### src/rtl/frame_packer64_if.sv
// Byte-stream / frame handshake bundle for frame_packer64.
// slave: the packer (consumes bytes, produces frames); master: its environment.
interface frame_packer64_if;
    logic [7:0]  byteIn;
    logic        byteValid;
    logic        byteSof;
    logic        byteReady;
    logic [63:0] dataOut;
    logic        frameValid;
    logic        frameAck;

    modport master (
        output byteIn, byteValid, byteSof, frameAck,
        input  byteReady, dataOut, frameValid
    );

    modport slave (
        input  byteIn, byteValid, byteSof, frameAck,
        output byteReady, dataOut, frameValid
    );
endinterface

### src/rtl/frame_packer64.sv
// Packs an 8-byte SOF-delimited stream MSB-first into a held 64-bit frame.
// Ports: clk, rst (async active-low), bus (byte in / frame out handshake),
// byteCount, sofErr, gapErr, frameCount, dropCount.
// Optional feature macro: GAP_TIMEOUT_EN (inter-byte gap timeout, GAP_MAX).
module frame_packer64 #(
    parameter logic [7:0] GAP_MAX = 8'd255
) (
    input  logic              clk,
    input  logic              rst,
    frame_packer64_if.slave   bus,
    output logic [3:0]        byteCount,
    output logic              sofErr,
    output logic              gapErr,
    output logic [15:0]       frameCount,
    output logic [7:0]        dropCount
);

    typedef enum logic [1:0] {
        IDLE    = 2'd0,
        COLLECT = 2'd1,
        HOLD    = 2'd2
    } state_t;

    state_t      state_q, state_d;
    logic [63:0] data_q, data_d;
    logic [3:0]  cnt_q, cnt_d;
    logic        sofErr_q, sofErr_d;
    logic        gapErr_q, gapErr_d;
    logic [15:0] frames_q, frames_d;
    logic [7:0]  drops_q, drops_d;
    logic [7:0]  gap_q, gap_d;
    logic        ready;
    logic        accept;

    assign ready  = (state_q != HOLD);
    assign accept = bus.byteValid && ready;

    always_comb begin
        state_d  = state_q;
        data_d   = data_q;
        cnt_d    = cnt_q;
        sofErr_d = 1'b0;
        gapErr_d = 1'b0;
        frames_d = frames_q;
        drops_d  = drops_q;
        gap_d    = 8'd0;
        unique case (state_q)
            IDLE: begin
                if (accept) begin
                    if (bus.byteSof) begin
                        data_d  = {bus.byteIn, 56'h0};
                        cnt_d   = 4'd1;
                        state_d = COLLECT;
                    end else if (drops_q != 8'hFF) begin
                        drops_d = drops_q + 8'd1;
                    end
                end
            end
            COLLECT: begin
                if (accept) begin
                    if (bus.byteSof) begin
                        // Restart: the SOF byte becomes byte 1 of a new frame
                        sofErr_d = 1'b1;
                        data_d   = {bus.byteIn, 56'h0};
                        cnt_d    = 4'd1;
                    end else begin
                        for (int i = 1; i < 8; i++) begin
                            if (cnt_q == 4'(i))
                                data_d[63-8*i -: 8] = bus.byteIn;
                        end
                        cnt_d = cnt_q + 4'd1;
                        if (cnt_q == 4'd7) begin
                            state_d  = HOLD;
                            frames_d = frames_q + 16'd1;
                        end
                    end
                end
`ifdef GAP_TIMEOUT_EN
                else begin
                    // An accepted byte always beats the timeout
                    gap_d = gap_q + 8'd1;
                    if (gap_d == GAP_MAX) begin
                        gapErr_d = 1'b1;
                        cnt_d    = 4'd0;
                        gap_d    = 8'd0;
                        state_d  = IDLE;
                    end
                end
`endif
            end
            HOLD: begin
                if (bus.frameAck) begin
                    cnt_d   = 4'd0;
                    state_d = IDLE;
                end
            end
            default: state_d = IDLE;
        endcase
    end

    always_ff @(posedge clk or negedge rst) begin
        if (!rst) begin
            state_q  <= IDLE;
            data_q   <= 64'h0;
            cnt_q    <= 4'd0;
            sofErr_q <= 1'b0;
            gapErr_q <= 1'b0;
            frames_q <= 16'd0;
            drops_q  <= 8'd0;
            gap_q    <= 8'd0;
        end else begin
            state_q  <= state_d;
            data_q   <= data_d;
            cnt_q    <= cnt_d;
            sofErr_q <= sofErr_d;
            gapErr_q <= gapErr_d;
            frames_q <= frames_d;
            drops_q  <= drops_d;
            gap_q    <= gap_d;
        end
    end

`ifdef GAP_TIMEOUT_EN
    assign gapErr = gapErr_q;
`else
    logic unused_gap;
    assign unused_gap = ^{GAP_MAX, gapErr_q, gap_q};
    assign gapErr     = 1'b0;
`endif

    assign bus.byteReady  = ready;
    assign bus.dataOut    = data_q;
    assign bus.frameValid = (state_q == HOLD);
    assign byteCount      = cnt_q;
    assign sofErr         = sofErr_q;
    assign frameCount     = frames_q;
    assign dropCount      = drops_q;

endmodule

### src/flat_wrapper.sv
// flat-port wrapper written by rule: the top's interface ports become plain ports
module frame_packer64_flat 
#(
    parameter logic [7:0] GAP_MAX = 8'd255
)
  (clk, rst, byteCount, sofErr, gapErr, frameCount, dropCount, bus_byteIn, bus_byteValid, bus_byteSof, bus_frameAck, bus_byteReady, bus_dataOut, bus_frameValid);
  frame_packer64_if bus_i ();
  input  logic clk;
  input  logic rst;
  output logic [3:0] byteCount;
  output logic sofErr;
  output logic gapErr;
  output logic [15:0] frameCount;
  output logic [7:0] dropCount;
  input wire logic [$bits(bus_i.byteIn)-1:0] bus_byteIn;
  input wire logic [$bits(bus_i.byteValid)-1:0] bus_byteValid;
  input wire logic [$bits(bus_i.byteSof)-1:0] bus_byteSof;
  input wire logic [$bits(bus_i.frameAck)-1:0] bus_frameAck;
  output wire logic [$bits(bus_i.byteReady)-1:0] bus_byteReady;
  output wire logic [$bits(bus_i.dataOut)-1:0] bus_dataOut;
  output wire logic [$bits(bus_i.frameValid)-1:0] bus_frameValid;
  assign bus_i.byteIn = bus_byteIn;
  assign bus_i.byteValid = bus_byteValid;
  assign bus_i.byteSof = bus_byteSof;
  assign bus_i.frameAck = bus_frameAck;
  assign bus_byteReady = bus_i.byteReady;
  assign bus_dataOut = bus_i.dataOut;
  assign bus_frameValid = bus_i.frameValid;
  frame_packer64 #(.GAP_MAX(GAP_MAX)) u_core (.clk(clk), .rst(rst), .bus(bus_i), .byteCount(byteCount), .sofErr(sofErr), .gapErr(gapErr), .frameCount(frameCount), .dropCount(dropCount));
endmodule
### config.mk
export PLATFORM = sky130hd
export DESIGN_NAME = frame_packer64_flat
export DESIGN_NICKNAME = d
export VERILOG_FILES = /design/src/rtl/frame_packer64_if.sv /design/src/rtl/frame_packer64.sv /design/src/flat_wrapper.sv
export SDC_FILE = /design/constraint.sdc
export NUM_CORES = 1
export LEC_CHECK = 0
export ABC_AREA = 1
export BUFFER_PORTS_ARGS = -buffer_cell sky130_fd_sc_hd__buf_4
export CAP_MARGIN = 10
export CORE_MARGIN = 1
export CORE_UTILIZATION = 30
export CTS_CLUSTER_DIAMETER = 80
export DETAILED_ROUTE_END_ITERATION = 8
export PLACE_DENSITY = 0.49
export SKIP_LAST_GASP = 1
export SYNTH_ARGS = -nofsm -noshare
export SYNTH_HDL_FRONTEND = slang
export SYNTH_SLANG_ARGS = --single-unit
### constraint.sdc
create_clock -name clk -period 2.6 [get_ports clk]
set_clock_uncertainty 0.15 [all_clocks]
set_input_delay 0.13 -clock clk [delete_from_list [all_inputs] [get_ports clk]]
set_output_delay 0.13 -clock clk [all_outputs]
set_load 0.01 [all_outputs]
==> impl_results.md <==
- Clock Root Buffer: clkbuf_16
- TritonCTS clock tree: yes
- DR iter-0 viols: 192
- Post-route DRC: 0
- Die W: 123.0 um
- Clk pin slew, worst setup/hold paths: 0.07 ns
- Min cycle time layout: 2.278 ns
- Top-count cell post-synth: nand2_1
- RSZ-0062 raised after global routing: false
- Final nets: 655
- Kind of critical path: flip-flop to flip-flop
- CTS H-Tree Depth: 3
- Outcome: complete, no violations
- Worst IR Drop VDD: 0.6932 mV
- Simple-gate share of the synthesized area: 21.04%
- Cts bufs inserted: 9
- Clock sinks: 95
- Setup-failing EPs final: 0
- Layout cells sized above 1: 22.20%
- Largest net degree at the start of global routing: 96
- Core Rows: 43
- Average routed wire per standard cell: 13.38 um
- Io pins: 109
- Tcrit/Tclk final: 87.60%
- Synthesized area: 4394 um2
- Setup TNS: 0 ns
- EDFF count, synth: 0
- Mapped Avg Cell Area: 8.616 um2
- Post-synthesis mux area share: 0%
- Synth Warn #: 0
- Crit start category: flip-flop
- Pins over their slew limit: 0
- CP arrival: 2.37 ns
- Commonest cells in the netlist: nand2_1, dfrtp_1, o21ai_0
- CTS Buffer Depth: 2
- Post-DP HPWL: 7841 um
- Port Buffer Count: 107
- # placed instances: 788
- Hold Slack: 0.04489 ns
- Synth top area cells: dfrtp_1, nand2_1, o21ai_0
- Initial antenna violation count: 0
- Non-Filler Instances: 815
- Area growth syn-to-layout: 32.66%
- GR Overflow Total: 0
- Critical-path cell with the highest stage delay: dfrtp_1
- Yosys reg bits: 95
- Worst-path maximum fanout: 12
- Leak: 2.866 nW
- FFs w/ async S/R, synth: 100.0%
- Mapped Cells: 510
- Fin util: 41.35%
- Cell variety after synth: 27
- CP cell instances: inv_1, ha_1, inv_2, nand2_1, nor2_1, nand2_1, inv_1, nand2_1, xnor2_1
- Antenna cells: 0
- Sequential share of the synthesized area: 54.10%
- Least-Margin Pin Slew: 1.057 ns
- P per Cell Area: 1024 nW/um2
- Placer Congestion: 0.8550
- Share of the synthesized area in the top cell type: 54.10%
- Setup crit end kind: flip-flop
- CP peak stage delay: 0.41 ns
- Post-synth top flop: dfrtp_1
- Slew headroom: 29.23%
- Crit path max-delay family: simple AND/OR/NAND/NOR gates
- Vias in the first global route: 3,380
- Via density: 4.402
- Initial core utilization: 31.17%
- Syn nets: 535
- Die area: 15,140 um2
- Crit path top cell by count: nand2_1
- CTS resizes: 0
- Compound-Gate Fraction of Synth Area: 11.10%
- CP required: 2.69 ns
- Total of max-cap violations: 0
- First-pass GRT wire length: 17,550 um
- Die H: 123.0 um
- Largest family of logic cells by synthesized area: simple AND/OR/NAND/NOR gates
- Final Hold Viols: 0
- Via count: 3,588
- Clk_lat worst skew: 0.35 ns
- Routed WL: 10,900 um
- Antenna-violating nets left: 0
- CORE AREA: 14,100 um2
- Pre-antenna DRT Iters: 4
- GRT Util Overall: 15.37%
- FMAX: 0.4391 GHz
- Hold/Removal Path Class: input pin to flip-flop
- Synth Area in Adders: 3.417%
- Critical path buffers and inverters: 3
- Post-Synth XOR/XNOR Area: 2.790%
- Top cell type by total area after synthesis: dfrtp_1
-- flip-flops by register name, indices dropped and copies added, names as in the netlist --
name,count
u_core.dropCount,8
u_core.state_q,2
u_core.sofErr,1
u_core.bus.dataOut,64
u_core.byteCount,4
u_core.frameCount,16
-- power breakdown --
part           internal (mW)  switching [mW]  total [mW]
clock network          0.885           0.604        1.49
logic                  0.964            1.22        2.18
registers               1.96           0.335        2.30
total                   3.81            2.16        5.97
-- kinds of logic (layout without fill, tap and decap cells) --
group,count (synthesis),after routing
AND/OR/NAND/NOR,224,224
adder cells (fa/ha/maj),12,12
buffers and inverters,79,204
flip-flops,95,95
AO/OA/AOI/OAI,85,85
other,1,1
XOR/XNOR,14,14
-- cells in the final DEF (no fill, tap or decap), types with 3 or more instances in the layout --
cell type        n
nor2_1          33
a21oi_4          4
buf_4          111
clkbuf_16        9
nand4_1          8
nand3_2          3
nand3_1         19
xor2_1           6
dlygate4sd3_1   10
o21ai_0         76
nand2_1        155
xnor2_1          8
inv_1           64
dfrtp_1         95
ha_1            12
-- metal layers --
metal	vias to the layer above	wire, um	global-route usage, %
li1	1847	-	-
met5	-	0	0
met3	7	875	6.919
met4	0	104	3.840
met2	77	5207	25.04
met1	1657	4717	18.45
-- timing repair --
item                       4_1_cts  5_1_grt
hold buffers                    10        0
setup buffers                    0        1
hold endpoints to repair       105        0
setup endpoints to repair        0        3
-- stage by stage --
step | cell area (um2) | setup WS, ns | total power, mW
4_1_cts | 5822 | 0.2510 | 6.080
3_3_place_gp | 5385 | 0.3303 | 4.504
5_1_grt | 5829 | 0.04853 | 6.427
2_1_floorplan | 4394 | 0.6613 | 3.436
3_5_place_dp | 5385 | 0.2629 | 4.516
6_report | 5829 | 0.3224 | 5.971
-- final cells by class --
class	instances	area [um2]
inverter	66	247.7
multi-input combinational	336	1689
sequential	95	2377
clock buffer	10	239.0
fill	1452	8267
tap	180	225.2
clock inverter	6	97.59
timing repair buffer	122	953.4
-- final timing paths --
path | startpoint | endpoint | slack [ns] | depth (start not counted)
setup / recovery | u_core.state_q[0]$_DFFE_PN0P_ | u_core.frameCount[5]$_DFFE_PN0P_ | 0.32 | 9
setup reg to reg | u_core.state_q[0]$_DFFE_PN0P_ | u_core.frameCount[5]$_DFFE_PN0P_ | 0.32 | 9
hold reg to reg | u_core.bus.dataOut[60]$_DFFE_PN0P_ | u_core.bus.dataOut[60]$_DFFE_PN0P_ | 0.34 | 2
hold / removal | bus_byteValid | u_core.sofErr$_DFF_PN0_ | 0.04 | 3
max in group asynchronous | rst | u_core.frameCount[2]$_DFFE_PN0P_ | 1.63 | 3
min in group asynchronous | rst | u_core.dropCount[2]$_DFFE_PN0P_ | 0.16 | 3
-- worst reg2reg max path, cell delays in order (launching register included) --
cell     delay, ns
dfrtp_1       0.41
inv_1         0.11
ha_1          0.24
inv_2         0.08
nand2_1       0.14
nor2_1        0.15
nand2_1       0.26
inv_1         0.38
nand2_1       0.11
xnor2_1       0.14
Note: power is estimated with default switching activity, not from simulation.
